## config.mk

```make
export PLATFORM = sky130hd
export DESIGN_NAME = seq_restoring_div
export DESIGN_NICKNAME = d
export VERILOG_FILES = /design/src/rtl/div_pkg.sv /design/src/rtl/div_step.sv /design/src/rtl/seq_restoring_div.sv
export SDC_FILE = /design/constraint.sdc
export NUM_CORES = 1
export LEC_CHECK = 0
export CAP_MARGIN = 20
export CORE_UTILIZATION = 47
export DETAILED_ROUTE_END_ITERATION = 6
export PLACE_DENSITY = 0.72
export SYNTH_ARGS = -nofsm -noshare
export SYNTH_HDL_FRONTEND = slang
export SYNTH_SLANG_ARGS = --single-unit
```

## constraint.sdc

```tcl
create_clock -name clk -period 1.8 [get_ports clk]
set_input_delay 0.36 -clock clk [delete_from_list [all_inputs] [get_ports clk]]
set_output_delay 0.36 -clock clk [all_outputs]
set_load 0.1 [all_outputs]
```

## src/rtl/div_pkg.sv

```systemverilog
`default_nettype none
// ============================================================================
//  Module      : div_pkg
//  Description : Shared types and constants for the sequential restoring
//                divider: FSM state encoding, default operand width and the
//                step-counter width helper.
//  Ports       : none (package)
//  Revision    : 1.0  initial release
// ============================================================================
package div_pkg;

    typedef enum logic [1:0] {
        IDLE = 2'd0,
        CALC = 2'd1,
        DONE = 2'd2
    } div_state_e;

    // Default operand width.
    localparam int DIV_N = 8;

    // A counter has to reach N-1; a single-step divider still needs one bit.
    function automatic int cnt_width(input int n);
        return (n > 1) ? $clog2(n) : 1;
    endfunction

    localparam int DIV_CNT_W = cnt_width(DIV_N);

endpackage : div_pkg
`default_nettype wire

```

## src/rtl/div_step.sv

```systemverilog
`default_nettype none
// ============================================================================
//  Module      : div_step
//  Description : One combinational restoring-division step. Shifts the next
//                dividend bit into the partial remainder, compares against
//                the divisor at N+1 bits and subtracts when it fits.
//  Ports       : r_i        partial remainder in (always < divisor)
//                bit_i      next dividend bit shifted in
//                divisor_i  divisor
//                r_o        partial remainder out
//                qbit_o     quotient bit produced by this step
//  Revision    : 1.0  initial release
// ============================================================================
module div_step #(
    parameter int N = 8
) (
    input  logic [N-1:0] r_i,
    input  logic         bit_i,
    input  logic [N-1:0] divisor_i,
    output logic [N-1:0] r_o,
    output logic         qbit_o
);

    // The trial value is one bit wider than the remainder so the bit shifted
    // out of r_i takes part in the compare instead of being dropped.
    logic [N:0] w_t;
    logic [N:0] w_div_ext;

    assign w_t       = {r_i, bit_i};
    assign w_div_ext = {1'b0, divisor_i};
    assign qbit_o    = (w_t >= w_div_ext);

    // Either branch is strictly below the divisor, so N bits always hold it.
    always_comb begin
        r_o = w_t[N-1:0];
        if (qbit_o) begin
            r_o = N'(w_t - w_div_ext);
        end
    end

endmodule : div_step
`default_nettype wire

```

## src/rtl/seq_restoring_div.sv

```systemverilog
`default_nettype none
// ============================================================================
//  Module      : seq_restoring_div
//  Description : Iterative unsigned restoring divider. Divides a 2N-bit
//                dividend by an N-bit divisor in N clocks using a start/ready
//                request and a one-cycle done pulse. Divide-by-zero and
//                quotient overflow finish immediately with flags set.
//  Ports       : clk       clock, rising edge
//                rst       synchronous active-high reset
//                start     request, accepted when start && ready
//                dividend  2N-bit dividend, sampled on accept
//                divisor   N-bit divisor, sampled on accept
//                ready     can accept a request this cycle
//                done      one-cycle completion pulse
//                quot      quotient, held until next completion
//                rem       remainder, held until next completion
//                dbz       divide-by-zero flag
//                ovf       quotient overflow flag
//  Revision    : 1.0  initial release
// ============================================================================
module seq_restoring_div
    import div_pkg::*;
#(
    parameter int N = DIV_N
) (
    input  logic           clk,
    input  logic           rst,
    input  logic           start,
    input  logic [2*N-1:0] dividend,
    input  logic [N-1:0]   divisor,
    output logic           ready,
    output logic           done,
    output logic [N-1:0]   quot,
    output logic [N-1:0]   rem,
    output logic           dbz,
    output logic           ovf
);

    localparam int            CW   = cnt_width(N);
    localparam logic [CW-1:0] LAST = CW'(N - 1);

    div_state_e    state_q, state_d;
    logic [CW-1:0] cnt_q,   cnt_d;
    logic [N-1:0]  r_q,     r_d;      // partial remainder
    logic [N-1:0]  q_q,     q_d;      // dividend low half / quotient shift reg
    logic [N-1:0]  div_q,   div_d;    // captured divisor
    logic [N-1:0]  quot_q,  quot_d;
    logic [N-1:0]  rem_q,   rem_d;
    logic          dbz_q,   dbz_d;
    logic          ovf_q,   ovf_d;

    logic [N-1:0]  w_r_next;
    logic          w_qbit;
    logic [N-1:0]  w_q_next;
    logic [N-1:0]  w_hi;

    div_step #(
        .N (N)
    ) u_step (
        .r_i       (r_q),
        .bit_i     (q_q[N-1]),
        .divisor_i (div_q),
        .r_o       (w_r_next),
        .qbit_o    (w_qbit)
    );

    // Dividend bits leave at the top of q_q while quotient bits enter at the
    // bottom, so after N steps q_q holds the full quotient.
    assign w_q_next = {q_q[N-2:0], w_qbit};
    assign w_hi     = dividend[2*N-1:N];

    always_comb begin
        state_d = state_q;
        cnt_d   = cnt_q;
        r_d     = r_q;
        q_d     = q_q;
        div_d   = div_q;
        quot_d  = quot_q;
        rem_d   = rem_q;
        dbz_d   = dbz_q;
        ovf_d   = ovf_q;

        case (state_q)
            IDLE, DONE: begin
                state_d = IDLE;
                if (start) begin
                    div_d = divisor;
                    r_d   = w_hi;
                    q_d   = dividend[N-1:0];
                    cnt_d = '0;
                    dbz_d = 1'b0;
                    ovf_d = 1'b0;
                    if (divisor == '0) begin
                        state_d = DONE;
                        dbz_d   = 1'b1;
                        quot_d  = '1;
                        rem_d   = '0;
                    end else if (w_hi >= divisor) begin
                        // Quotient would need more than N bits.
                        state_d = DONE;
                        ovf_d   = 1'b1;
                        quot_d  = '1;
                        rem_d   = '0;
                    end else begin
                        state_d = CALC;
                    end
                end
            end

            CALC: begin
                r_d   = w_r_next;
                q_d   = w_q_next;
                cnt_d = cnt_q + 1'b1;
                if (cnt_q == LAST) begin
                    quot_d  = w_q_next;
                    rem_d   = w_r_next;
                    state_d = DONE;
                end
            end

            default: begin
                state_d = IDLE;
            end
        endcase
    end

    always_ff @(posedge clk) begin
        if (rst) begin
            state_q <= IDLE;
            cnt_q   <= '0;
            r_q     <= '0;
            q_q     <= '0;
            div_q   <= '0;
            quot_q  <= '0;
            rem_q   <= '0;
            dbz_q   <= 1'b0;
            ovf_q   <= 1'b0;
        end else begin
            state_q <= state_d;
            cnt_q   <= cnt_d;
            r_q     <= r_d;
            q_q     <= q_d;
            div_q   <= div_d;
            quot_q  <= quot_d;
            rem_q   <= rem_d;
            dbz_q   <= dbz_d;
            ovf_q   <= ovf_d;
        end
    end

    assign ready = (state_q == IDLE) || (state_q == DONE);
    assign done  = (state_q == DONE);
    assign quot  = quot_q;
    assign rem   = rem_q;
    assign dbz   = dbz_q;
    assign ovf   = ovf_q;

endmodule : seq_restoring_div
`default_nettype wire

```

# Yosys cells after proc, flatten, opt, wreduce, memory -nomap -nowiden
# Index checks and enable logic that the tools add are counted.
[word_totals]
ff_bits = 47
inputBits = 27
out_inout_bits = 20
word_cells = 52
[op_classes]
muxes = 25
reduce_logical = 8
magnitude_cmp = 2
eq_ne = 6
add_sub_neg = 2
[op_table]
columns = ["cell", "n"]
rows = [
  ["$mux W8", 11],
  ["$pmux W8 S2", 4],
  ["$ge A9 B8 Y1", 1],
  ["$ge A8 B8 Y1", 1],
  ["$logic_not A8 Y1", 1],
  ["$mux W2", 4],
  ["$sub A8 B8 Y8", 1],
  ["$pmux W3 S2", 1],
  ["$ne A2 B2 Y1 const B", 2],
  ["$pmux W2 S2", 1],
  ["$reduce_and A2 Y1", 2],
  ["$reduce_and A4 Y1", 1],
  ["$add A3 B1 Y3 const B", 1],
  ["$eq A3 B3 Y1 const B", 1],
  ["$mux W1", 3],
  ["$mux W3", 1],
  ["$ne A3 B3 Y1 const B", 1],
  ["$eq A2 B1 Y1 const B", 1],
  ["$eq A2 B2 Y1 const B", 1],
  ["$logic_not A2 Y1", 1],
  ["$reduce_bool A2 Y1", 1],
  ["$reduce_or A2 Y1", 1],
  ["$logic_or A1 B1 Y1", 1],
]

# Depth between registers and ports, before layout
[logic_depth]
ltp_word = 5
ltp_mapped = 10

# Modules after synthesis
# From an unflattened synthesis, not the netlist that was laid out.
[unflattened]
hier_cells = 347
area_unflattened_um2 = 2824.0
[by_module_without_submodules]
columns = ["mod", "n_inst", "seq_area_each_um2", "cells_per_inst", "area_each_um2"]
rows = [
  ["seq_restoring_div", 1, 940.9, 277, 2312.2],
  ["div_step", 1, 0.0, 70, 511.7],
]

# Worst setup path before layout
# No wires, ideal clock.
[synth_timing]
kind = "register to output"
start = "register state_q[0]"
end = "output done"
setup_slack_ps = -334
path_stages_with_launch = 3
path_buffers = 1
t_arrival_ps = 1774
path_cell_list = "dfxtp_1 > buf_4 > nor2b_1"
[synth_via]
elab_chain_len = 1
[synth_rtl]
columns = ["element", "line_no", "source"]
rows = [
  ["start, declared", "seq_restoring_div.sv:42", "div_state_e state_q, state_d;"],
  ["start signal, assigned", "seq_restoring_div.sv:139", "state_q <= state_d;"],
  ["$eq A2 B2 Y1", "seq_restoring_div.sv:152", "assign done = (state_q == DONE);"],
  ["end, declared", "seq_restoring_div.sv:32", "output logic done,"],
]
# No other way between the ends.

# Worst setup path in the final report
[layout_timing]
start = "register div_q[1]"
end = "register rem_q[7] (netlist: rem[7])"
[layout_via]
elab_chain_len = 4
word_cells_on_any_way = 5
cone_classes = "add/sub (1); order compare (1); mux (3)"
[layout_rtl]
columns = ["element", "line_no", "source"]
rows = [
  ["start, declared", "seq_restoring_div.sv:46", "logic [N-1:0] div_q, div_d;"],
  ["start signal, assigned", "seq_restoring_div.sv:143", "div_q <= div_d;"],
  ["$sub A8 B8 Y8 or $ge A9 B8 Y1 (tied branches)", "div_step.sv:37, div_step.sv:31", ""],
  ["$mux W8 (*)", "div_step.sv:36", "if (qbit_o) begin"],
  ["$mux W8 (*)", "seq_restoring_div.sv:114", "if (cnt_q == LAST) begin"],
  ["$pmux W8 S2 (*)", "seq_restoring_div.sv:83", "case (state_q)"],
  ["end signal, assigned", "seq_restoring_div.sv:145", "rem_q <= rem_d;"],
  ["end, declared", "seq_restoring_div.sv:48", "logic [N-1:0] rem_q, rem_d;"],
]
# Every way passes the cells marked *; elsewhere a longest branch is shown, timed or not. The select of a mux whose other input is x is not followed.
# A chain may end at the register's enable or synchronous reset.

==> metrics.yaml <==
status: "finished, violations left"
violations: "negative setup slack"
ff2ff_setup_slack_ns: -0.28
setup_slack_ns: -0.279
arrival_ns: 2.27
p_int_mw: 2.54
synthCells: 325
cp_top_family: "compound AO/OA/AOI/OAI gates"
antenna_found_initial: 0
io_pins: 47
rr_worst_depth: 9
whs_ns: 0.439
timing.rr.end: "rem[7]"
skew_ns: 0.00932
slew_headroom_pct: 65.6
grt_first_pass_wirelength_mm: 12.8
core_um2: 5240
power_mw: 4.05
drc: 0
powerDensity_nw_per_um2: 926
rr_startpoint: "div_q[1]"
synth_async_sr_flop_share_pct: 0
fmax_mhz: 481
yosysWarnings: 0
clockBufferDepth: 2
path_cells: "inv_2, ha_4, nand2b_4, a211oi_2, buf_4, mux2i_2, nand2_1, a222oi_1, nor2_1"
maxCapViolCount: 0
row_count: 26
cpPeakStageDelay_ns: 0.38
rsz0062_at_grt: "yes"
via_per_inst: 5.68
fin_crit_ns: 2.08
critPathSlowestCell: "a222oi_1"
die_h_um: 76.6
design_area_um2: 4370
die_x_um: 76.6
yosysMostFrequentCell: "nand2_1"
overflow: 0
syn_nets: 371
initial_utilization_pct: 49.9
fillCellCount: 297
switchingPower_mw: 1.50
drv_slew: 0
final_cells: 504
antenna_cells: 0
synth_edf_count: 0
finalCoreUtilization_pct: 83.5
synth_cell_type_count: 52
cts_sinks: 47
dp.cells: 485
grt_max_degree: 49
area_delta_synth_final_pct: 67.3
first_global_vias: 2759
avgSynthCellArea_um2: 8.04
numCtsBuffers: 5
die_area_um2: 5860
place_congestion: 0.837
crit_end: "rem[7]"
crit_cells: 9
final_nets: 479
drt-initial-drc-count: 162
final-setup-viol-count: 16
synth_top_cell_area_share_pct: 36.0
cts.clk_slew.worst_paths_ns: 0.09
comb_power_share_pct: 49.8
cts_root_buffer: "clkbuf_8"
htreeDepth: 2
worst_slew_pin_slew_ns: 0.515
port_buffers: 46
finalHoldViolations: 0
min_path_type: "in2reg"
ys_seq_area_share_pct: 36.0
synth_common_cells: "58 x nand2_1, 47 x dfxtp_1, 46 x nor2_1"
place_area_um2: 3860
power_frac_seq_pct: 30.1
critPathBufInv: 2
synth_area_leaders: "dfxtp_1 36%, ha_1 8.6%, nand2_1 8.3%"
synth_top_flop_cell: "dfxtp_1"
clockPowerShare_pct: 20.1
ys_ff_latch: 47
crit_type: "reg2reg"
syn-cell-area_um2: 2610
fin_crit_sh_pct: 116
synth_top_area_cell: "dfxtp_1"
track_usage_pct: 27.3
cp.required_ns: 2.00
worstSetupStartpoint: "div_q[1]"
ant_nets: 0
vias: 2864
worst_ir_drop_vdd_mv: 0.526
holdBufCountCts: 0
clkLatencyLatePin_ns: 0.31
critPathLaunchType: "flop"
endpoint_kind: "flop"
wire_per_inst_um: 17.3
drive_above_1_share_pct: 42.6
first_pass_iters: 5
swShare_pct: 37.1
drt-total-wl_mm: 8.74
worstPathMaxFanout: 2
post-dp-hpwl_mm: 5.47
p_leak_nw: 1.82
cts_tree: "built"
logic make-up (layout without fill, tap and decap cells):
kind of cell / count (synthesis) / in the layout / synth area share (%)
AO/OA/AOI/OAI: 70 / 70 / 20.9
XOR/XNOR: 5 / 5 / 1.68
adder cells (fa/ha/maj): 19 / 19 / 9.39
buffers and inverters: 39 / 148 / 6.32
flip-flops: 47 / 47 / 36.0
multiplexers: 8 / 8 / 3.26
AND/OR/NAND/NOR: 137 / 137 / 22.4
area by class of cell:
cell class / instances / area, µm² / area share, %
clock buffers: 5 / 68.8 / 1.57
clock inverters: 3 / 46.3 / 1.06
inverters: 21 / 87.6 / 2.00
multi-input cells: 239 / 1900 / 43.4
flip-flops and latches: 47 / 952 / 21.8
well taps: 70 / 87.6 / 2.00
repair buffers: 119 / 1230 / 28.2
how the worst min path moves through the flow:
stage | endpoint | depth (start not counted) | start | slack, ns
2_1_floorplan | div_q[2] | 2 | div_q[2] | 0.43
5_1_grt | div_q[2] | 4 | divisor[2] | 0.46
4_1_cts | div_q[5] | 2 | div_q[5] | 0.46
6_report | div_q[2] | 4 | divisor[2] | 0.44
3_5_place_dp | div_q[5] | 2 | div_q[5] | 0.45
3_3_place_gp | div_q[7] | 2 | div_q[7] | 0.45
power by group through the flow:
stage / clock network [mW] / logic, mW / registers, mW
2_1_floorplan: 0 / 0.820 / 1.36
3_3_place_gp: 0 / 1.55 / 1.22
3_5_place_dp: 0 / 1.59 / 1.23
4_1_cts: 0.809 / 1.76 / 1.21
5_1_grt: 0.854 / 2.13 / 1.23
6_report: 0.812 / 2.02 / 1.22
through the flow:
stage / TNS, ns / setup WS [ns]
after detailed placement: -12.46 / -0.692
final: -2.06 / -0.279
after CTS: -1.29 / -0.206
after global placement: -11.39 / -0.617
after global routing: -3.33 / -0.343
after floorplan: -0.0649 / -0.0361
tightest hold or removal path, delay by kind of cell:
family | cells | cell delay (ns)
AOI/OAI and AO/OA | 1 | 0.05
buffers and inverters | 2 | 0.25
and+or+nand+nor | 1 | 0.05
per-layer routing:
| layer | GRT usage [%] | vias to the layer above | wire, µm |
|---|---|---|---|
| met3 | 4.55 | 27 | 439 |
| met2 | 49.3 | 120 | 4540 |
| met1 | 32.2 | 1385 | 3580 |
| met5 | 0 | - | 0 |
| li1 | - | 1332 | - |
| met4 | 9.81 | 0 | 176 |
flip-flops by register name, indices dropped and copies added, names as in the netlist:
| name | flops |
|---|---|
| dbz | 1 |
| div_q | 8 |
| state_q | 2 |
| ovf | 1 |
| cnt_q | 3 |
| q_q | 8 |
| quot | 8 |
| rem | 8 |
| r_q | 8 |
what timing repair did:
action | CTS | global route
pin swaps | 28 | 18
hold endpoints to repair | 0 | 0
gates resized for setup | 70 | 32
endpoints found under the setup margin | 28 | 25
gates cloned | 0 | 0
buffers inserted | 4 | 7
layout by cell type, fill, tap and decap left out, types with 4 or more instances in the layout:
| cell | n |
|---|---|
| ha_1 | 4 |
| nor2_1 | 43 |
| buf_6 | 8 |
| dlygate4sd2_1 | 10 |
| clkbuf_8 | 5 |
| nor3_1 | 7 |
| clkdlybuf4s50_1 | 10 |
| inv_2 | 10 |
| inv_1 | 8 |
| a21oi_2 | 4 |
| dfxtp_2 | 9 |
| a21oi_1 | 18 |
| buf_12 | 22 |
| xnor2_1 | 4 |
| clkbuf_2 | 4 |
| mux2i_1 | 5 |
| ha_4 | 13 |
| dfxtp_1 | 38 |
| buf_4 | 63 |
| a311oi_1 | 8 |
| nand2_1 | 54 |
| a31o_2 | 4 |
No activity file was read; power rests on OpenSTA's default activity.
